## src/rtl/adder_arbiter_pkg.sv

```systemverilog
// rtl/adder_arbiter_pkg.sv - shared widths and owner tag for the two-requester adder
package adder_arbiter_pkg;

    localparam int ADD_W   = 16;
    localparam int REQ_CNT = 2;

    typedef enum logic {
        OWNER_0 = 1'b0,
        OWNER_1 = 1'b1
    } owner_t;

endpackage

```

## src/rtl/adder_arbiter_fa16.sv

```systemverilog
// rtl/adder_arbiter_fa16.sv - 16-bit signed adder with carry-out and two's-complement overflow
module FullAdderSigned16bit
    import adder_arbiter_pkg::*;
(
    input  logic [ADD_W-1:0] A,
    input  logic [ADD_W-1:0] B,
    input  logic             Cin,
    output logic [ADD_W-1:0] S,
    output logic             Cout,
    output logic             Overflow
);

    logic [ADD_W:0] sum;

    assign sum      = {1'b0, A} + {1'b0, B} + {{ADD_W{1'b0}}, Cin};
    assign S        = sum[ADD_W-1:0];
    assign Cout     = sum[ADD_W];
    assign Overflow = (A[ADD_W-1] == B[ADD_W-1]) && (S[ADD_W-1] != A[ADD_W-1]);

endmodule

```

## src/rtl/adder_arbiter.sv

```systemverilog
// rtl/adder_arbiter.sv - two-requester arbiter in front of a two-stage shared adder; ADDER_ARB_RR_EN selects round-robin
module adder_arbiter
    import adder_arbiter_pkg::*;
(
    input  logic             clk,
    input  logic             rst,
    input  logic             Req0,
    input  logic             Req1,
    input  logic [ADD_W-1:0] A0,
    input  logic [ADD_W-1:0] B0,
    input  logic [ADD_W-1:0] A1,
    input  logic [ADD_W-1:0] B1,
    input  logic             Cin0,
    input  logic             Cin1,
    output logic             Ack0,
    output logic             Ack1,
    output logic             RespValid0,
    output logic             RespValid1,
    output logic [ADD_W-1:0] S,
    output logic             Cout,
    output logic             Overflow
);

    logic [REQ_CNT-1:0] req;
    logic [REQ_CNT-1:0] grant;
    logic               accept;
    owner_t             accept_owner;

    logic               s1_valid;
    owner_t             s1_owner;
    logic [ADD_W-1:0]   s1_a;
    logic [ADD_W-1:0]   s1_b;
    logic               s1_cin;

    logic [ADD_W-1:0]   add_s;
    logic               add_cout;
    logic               add_ovf;

    assign req = {Req1, Req0};

`ifdef ADDER_ARB_RR_EN
    owner_t last_grant;

    // On contention the requester that did not win last time goes first.
    always_comb begin
        grant = '0;
        if (!rst) begin
            if (req == 2'b11)
                grant = (last_grant == OWNER_1) ? 2'b01 : 2'b10;
            else
                grant = req;
        end
    end

    always_ff @(posedge clk) begin
        if (rst)
            last_grant <= OWNER_1;
        else if (grant[1])
            last_grant <= OWNER_1;
        else if (grant[0])
            last_grant <= OWNER_0;
    end
`else
    always_comb begin
        grant = '0;
        if (!rst)
            grant = req[0] ? 2'b01 : {req[1], 1'b0};
    end
`endif

    assign Ack0         = grant[0];
    assign Ack1         = grant[1];
    assign accept       = |grant;
    assign accept_owner = grant[1] ? OWNER_1 : OWNER_0;

    always_ff @(posedge clk) begin
        if (rst) begin
            s1_valid <= 1'b0;
        end else begin
            s1_valid <= accept;
            if (accept) begin
                s1_owner <= accept_owner;
                s1_a     <= grant[1] ? A1   : A0;
                s1_b     <= grant[1] ? B1   : B0;
                s1_cin   <= grant[1] ? Cin1 : Cin0;
            end
        end
    end

    FullAdderSigned16bit u_add (
        .A        (s1_a),
        .B        (s1_b),
        .Cin      (s1_cin),
        .S        (add_s),
        .Cout     (add_cout),
        .Overflow (add_ovf)
    );

    // Result registers only load with a valid stage-1 entry so they hold otherwise.
    always_ff @(posedge clk) begin
        if (rst) begin
            RespValid0 <= 1'b0;
            RespValid1 <= 1'b0;
            S          <= '0;
            Cout       <= 1'b0;
            Overflow   <= 1'b0;
        end else begin
            RespValid0 <= s1_valid && (s1_owner == OWNER_0);
            RespValid1 <= s1_valid && (s1_owner == OWNER_1);
            if (s1_valid) begin
                S        <= add_s;
                Cout     <= add_cout;
                Overflow <= add_ovf;
            end
        end
    end

endmodule

```

## config.mk

```make
export PLATFORM = sky130hd
export DESIGN_NAME = adder_arbiter
export DESIGN_NICKNAME = d
export VERILOG_FILES = /design/src/rtl/adder_arbiter_pkg.sv /design/src/rtl/adder_arbiter_fa16.sv /design/src/rtl/adder_arbiter.sv
export SDC_FILE = /design/constraint.sdc
export NUM_CORES = 1
export LEC_CHECK = 0
export ABC_AREA = 1
export BUFFER_PORTS_ARGS = -buffer_cell sky130_fd_sc_hd__buf_2
export CORE_ASPECT_RATIO = 0.8
export CORE_MARGIN = 2
export CORE_UTILIZATION = 47
export CTS_CLUSTER_DIAMETER = 100
export DETAILED_ROUTE_END_ITERATION = 8
export PLACE_DENSITY = 0.76
export SLEW_MARGIN = 10
export SYNTH_ARGS = -nofsm -noshare
export SYNTH_HDL_FRONTEND = slang
export SYNTH_HIERARCHICAL = 1
export SYNTH_SLANG_ARGS = --single-unit
```

## constraint.sdc

```tcl
create_clock -name clk -period 4.55 [get_ports clk]
set_input_delay 1.365 -clock clk [delete_from_list [all_inputs] [get_ports clk]]
set_output_delay 1.365 -clock clk [all_outputs]
set_load 0.05 [all_outputs]
```

==> results of run 1 <==
[cells in the mapped netlist]
master | count | area (sq um)
nand2_4 | 1 | 11.3
nand2_1 | 110 | 413
nor2_1 | 55 | 206
and2_1 | 1 | 6.26
inv_2 | 4 | 15.0
nand3_1 | 10 | 50.1
o21ai_1 | 1 | 5.00
o21bai_1 | 1 | 7.51
dfxtp_1 | 21 | 420
a21oi_1 | 9 | 45.0
o21ai_0 | 24 | 120
xnor2_1 | 1 | 8.76
inv_1 | 21 | 78.8
nor3_1 | 2 | 10.0
nand3_4 | 1 | 17.5
edfxtp_1 | 34 | 1020
nor2_2 | 3 | 18.8
ha_1 | 15 | 188
nand2_2 | 8 | 50.1
nand4_1 | 34 | 213
xor2_1 | 10 | 87.6
nand3b_1 | 1 | 7.51
nor3_4 | 1 | 16.3
nand3_2 | 2 | 20.0
clkbuf_1 | 1 | 3.75
fa_1 | 2 | 40.0
buf_2 | 13 | 65.1
a21oi_2 | 3 | 26.3
a21boi_0 | 1 | 7.51
buf_6 | 4 | 45.0
xor2_2 | 1 | 16.3
[metrics by stage]
stage / hold slack, ns / cell area [sq um] / instances
after CTS: 0.471 / 3820 / 567
after global routing: 0.486 / 3820 / 567
after detailed placement: 0.461 / 3720 / 559
after global placement: 0.460 / 3720 / 559
after floorplan: 0.415 / 3240 / 395
final: 0.467 / 3820 / 567
[cell families (layout without fill, tap and decap cells)]
group / after synthesis / in the layout
flip-flops: 55 / 55
XOR/XNOR: 12 / 12
buffers and inverters: 43 / 128
AND/OR/NAND/NOR: 229 / 229
AO/OA/AOI/OAI: 39 / 39
adder cells (fa/ha/maj): 17 / 17
[report_power, final]
| group | internal [uW] | switching [uW] |
|---|---|---|
| Sequential | 587 | 24.3 |
| Clock | 111 | 153 |
| Combinational | 157 | 307 |
[sequential cells by signal, summed over array words and instances, names as in the netlist]
signal / count
s1_cin: 1
RespValid1: 1
Overflow: 1
s1_b: 16
s1_owner: 1
S: 16
Cout: 1
RespValid0: 1
s1_valid: 1
s1_a: 16
[cell type report]
cell class,count,area (sq um)
clock inverters,3,23.8
multi-input cells,297,1600
flip-flops and latches,55,1440
repair buffers,95,485
well taps,87,109
fillers,650,2970
inverters,25,93.8
clock buffers,5,68.8
[layer usage]
layer	wire length [um]	vias up	share of wire
met5	0	-	0
met4	78	0	0.012
met3	403	8	0.060
met2	2710	92	0.41
met1	3480	1189	0.52
li1	-	1488	-
[critical path, stage by stage]
cell     delay (ns)
buf_2          0.15
inv_2          0.09
nand3_4        0.30
inv_1          0.15
buf_2          0.27
[worst paths after layout]
check | end | start | cells past startpoint | slack (ns)
max | Ack1 | rst | 5 | 0.85
min | RespValid0$_SDFF_PP0_ | s1_owner$_DFFE_PP_ | 1 | 0.47
max reg2reg | S[14]$_SDFFE_PP0P_ | s1_b[0]$_DFFE_PP_ | 12 | 2.29
min reg2reg | RespValid0$_SDFF_PP0_ | s1_owner$_DFFE_PP_ | 1 | 0.47
==> flow_metrics.env, run 1 <==
export IMPL_ant_nets=0
export IMPL_maxCapViolations=0
export IMPL_dr_pass1_iters=4
export IMPL_post_drt_wl_per_cell_um=11.8
export IMPL_grt_setup_unrepaired="false"
export IMPL_cts_repair_resized=0
export IMPL_dr_first_iter_drc_count=130
export IMPL_synth_top_family_by_area="simple AND/OR/NAND/NOR gates"
export IMPL_drc=0
export IMPL_yosysWarnings=6
export IMPL_netlist_area_sq_um=3240
export IMPL_crit_fanout=36
export IMPL_leakagePower_uw=0.00189
export IMPL_worstSetupEndpointType="output port"
export IMPL_clk_pin_slew_ns=0.09
export IMPL_die_w_um=96.8
export IMPL_fin_crit_sh=0.813
export IMPL_hpwlAfterDp_mm=5.32
export IMPL_diodes=0
export IMPL_setup_viol=0
export IMPL_hp_class="register to register"
export IMPL_io_buffers=91
export IMPL_syn_avg_cell_area_sq_um=8.20
export IMPL_synth_net_count=482
export IMPL_vias=2777
export IMPL_final_util=0.562
export IMPL_synth_simple_area_share=0.321
export IMPL_synth_mux_area_frac=0
export IMPL_clock_latency_ns=0.31
export IMPL_initial_utilization=0.477
export IMPL_synth_xor_area_frac=0.0347
export IMPL_start_kind="primary input"
export IMPL_final_setup_tns_ns=0
export IMPL_hold_viol=0
export IMPL_layout_nets=566
export IMPL_antenna_found_initial=0
export IMPL_status="finished, final reports clean"
export IMPL_cts_sinks=55
export IMPL_cts_tree="built"
export IMPL_grt_max_degree=52
export IMPL_synth_compound_area_frac=0.0653
export IMPL_cts_hold_fix_buffers=0
export IMPL_ys_types=31
export IMPL_core_area_sq_um=6790
export IMPL_worst_pin_slew_ns=0.548
export IMPL_synth_adder_area_share=0.0703
export IMPL_final_cell_mix="nand2_1, buf_2, nor2_1"
export IMPL_grt_remaining_overflow=0
export IMPL_period_needed_ns=3.70
export IMPL_critical_path_required_ns=3.18
export IMPL_ios=92
export IMPL_root_buffer="clkbuf_8"
export IMPL_post_cts_buffers=0
export IMPL_layout_commonest_cell="nand2_1"
export IMPL_finClkSkew_ns=0.00451
export IMPL_clock_path_buffers=2
export IMPL_power_density_nw_per_um2=351
export IMPL_h_tree_depth=2
export IMPL_maxSlewHeadroom=0.634
export IMPL_die_area_sq_um=7580
export IMPL_syn_to_final_growth_pct=17.8
export IMPL_numCtsBuffers=5
export IMPL_rows=27
export IMPL_ys_ff_latch=55
export IMPL_use_met3=0.0436
export IMPL_grt_pass1_wl_mm=11.4
export IMPL_max_freq_mhz=270
export IMPL_grt_pass1_vias=2584
export IMPL_dp_slack_ns=0.846
export IMPL_wl_mm=6.67
export IMPL_drive_above_1_share=0.265
export IMPL_via_per_inst=4.90
export IMPL_grt_use_total=0.184
export IMPL_finalPower_uw=1340
export IMPL_synth_cells=395
export IMPL_met2_usage=0.282
export IMPL_ys_seq_area_frac=0.445
export IMPL_final_max_slew_violation_count=0
export IMPL_fin_ws_ns=0.849
export IMPL_peakVddDrop_mv=0.121
export IMPL_grt_use_met1=0.257
export IMPL_routabilityCongestion=0.839
export IMPL_top_usage_layer="met2"
export IMPL_die_h_um=78.3
export IMPL_crit_arrival_ns=2.34
export IMPL_setup_worst_path_class="primary input to output port"
No activity file was read; power rests on OpenSTA's default activity.
==> run 2, diff against run 1 <==
--- a/config.mk
+++ b/config.mk
@@ -9,10 +9,10 @@
 export BUFFER_PORTS_ARGS = -buffer_cell sky130_fd_sc_hd__buf_2
 export CORE_ASPECT_RATIO = 0.8
 export CORE_MARGIN = 2
-export CORE_UTILIZATION = 47
+export CORE_UTILIZATION = 50
 export CTS_CLUSTER_DIAMETER = 100
 export DETAILED_ROUTE_END_ITERATION = 8
-export PLACE_DENSITY = 0.76
+export PLACE_DENSITY = 0.77
 export SLEW_MARGIN = 10
 export SYNTH_ARGS = -nofsm -noshare
 export SYNTH_HDL_FRONTEND = slang
==> constraint.sdc (replaced) <==
create_clock -name clk -period 3.88 [get_ports clk]
set_input_delay 1.164 -clock clk [delete_from_list [all_inputs] [get_ports clk]]
set_output_delay 1.164 -clock clk [all_outputs]
set_load 0.05 [all_outputs]
==> run 2 against run 1 <==
  * Die area down 5.7%
  * Critical path depth unchanged
  * Combinational power up 18%
  * Cell count down 0.35%
  * Worst hold slack better by 0.014 ns
  * Critical endpoint unchanged
  * Highest routed layer unchanged
==> flow_metrics.env, run 2 (synthesis gave the netlist of run 1 again) <==
export IMPL_status="finished, final reports clean"
export IMPL_final_util=0.603
export IMPL_start_kind="primary input"
export IMPL_crit_path_top_delay_cell="buf_2"
export IMPL_period_needed_ns=2.97
export IMPL_clock_latency_ns=0.30
export IMPL_die_h_um=76.0
export IMPL_grt_pass1_vias=2485
export IMPL_finClkSkew_ns=0.00693
export IMPL_grt_pass1_wl_mm=11.2
export IMPL_layout_commonest_cell="nand2_1"
export IMPL_dr_first_iter_drc_count=99
export IMPL_worstSetupEndpointType="output port"
export IMPL_hp_class="register to register"
export IMPL_vias=2818
export IMPL_grt_setup_unrepaired="false"
export IMPL_leakagePower_uw=0.00189
export IMPL_clock_path_buffers=2
export IMPL_maxCapViolations=0
export IMPL_cts_sinks=55
export IMPL_final_setup_tns_ns=0
export IMPL_cts_hold_fix_buffers=0
export IMPL_dr_pass1_iters=5
export IMPL_final_cell_mix="nand2_1, buf_2, nor2_1"
export IMPL_numCtsBuffers=5
export IMPL_core_area_sq_um=6340
export IMPL_crit_top_cell="buf_2"
export IMPL_crit_fanout=7
export IMPL_rows=26
export IMPL_crit_arrival_ns=1.80
export IMPL_layout_nets=567
export IMPL_via_per_inst=4.99
export IMPL_drc=0
export IMPL_hpwlAfterDp_mm=5.33
export IMPL_clk_pin_slew_ns=0.09
export IMPL_power_density_nw_per_um2=412
export IMPL_diodes=0
export IMPL_wl_mm=6.73
export IMPL_path_cells="buf_2 -> inv_2 -> nand3_4 -> inv_1 -> buf_2"
export IMPL_io_buffers=91
export IMPL_final_max_slew_violation_count=0
export IMPL_post_cts_buffers=0
export IMPL_setup_worst_path_class="primary input to output port"
export IMPL_post_drt_wl_per_cell_um=11.9
export IMPL_r2r_slack_ns=1.64
export IMPL_critical_path_required_ns=2.72
export IMPL_die_w_um=94.0
export IMPL_syn_to_final_growth_pct=18.0
export IMPL_peakVddDrop_mv=0.181
export IMPL_maxSlewHeadroom=0.612
export IMPL_root_buffer="clkbuf_8"
export IMPL_hold_viol=0
export IMPL_ios=92
export IMPL_setup_viol=0
export IMPL_routabilityCongestion=0.882
export IMPL_cts_tree="built"
export IMPL_antenna_found_initial=0
export IMPL_drive_above_1_share=0.268
export IMPL_ant_nets=0
export IMPL_max_freq_mhz=337
export IMPL_fin_crit_sh=0.765
export IMPL_initial_utilization=0.511
export IMPL_reg_top3="S (16), s1_a (16), s1_b (16)"
export IMPL_slowest_delay_ns=0.25
export IMPL_grt_max_degree=52
export IMPL_grt_use_total=0.193
export IMPL_cts_repair_resized=0
export IMPL_worst_pin_slew_ns=0.581
export IMPL_grt_remaining_overflow=0
export IMPL_h_tree_depth=2
export IMPL_die_area_sq_um=7150
## run 2: power breakdown
part	total [uW]	switching, uW	internal [uW]
logic	547	362	184
clock network	310	181	129
registers	718	29.4	689
## run 2: final cells by class
cell class	instances	area (sq um)
repair buffers	96	493
fillers	602	2520
flip-flops and latches	55	1440
clock inverters	3	25.0
inverters	25	93.8
clock buffers	5	68.8
well taps	84	105
multi-input cells	297	1600
## run 2: worst max-delay path, delay by kind of cell
| kind | cells | cell delay, ns |
|---|---|---|
| buf+inv | 4 | 0.56 |
| simple gates | 1 | 0.08 |
## run 2: final timing paths
| kind | end | start | cells after the start |
|---|---|---|---|
| setup reg to reg | S[12]$_SDFFE_PP0P_ | s1_a[0]$_DFFE_PP_ | 9 |
| hold reg to reg | RespValid0$_SDFF_PP0_ | s1_owner$_DFFE_PP_ | 1 |
| hold / removal | RespValid0$_SDFF_PP0_ | s1_owner$_DFFE_PP_ | 1 |
| setup / recovery | Ack1 | Req0 | 5 |
## run 2: per-stage QoR
step	worst slack (ns)	cells	total power, uW	cell area [sq um]	hold slack (ns)
4_1_cts	0.909	565	1590	3820	0.476
5_1_grt	0.854	565	1680	3820	0.483
3_5_place_dp	0.909	557	1280	3730	0.460
3_3_place_gp	0.925	557	1260	3730	0.458
2_1_floorplan	0.655	395	1140	3240	0.415
6_report	0.914	565	1580	3820	0.481
## run 2: routing by layer
metal  vias to the layer above  GRT usage  share of wire
met5                         -          0              0
met4                         0     0.0333         0.0030
met3                         4     0.0366          0.063
met2                        94      0.289           0.42
met1                      1224      0.296           0.51
li1                       1496          -              -
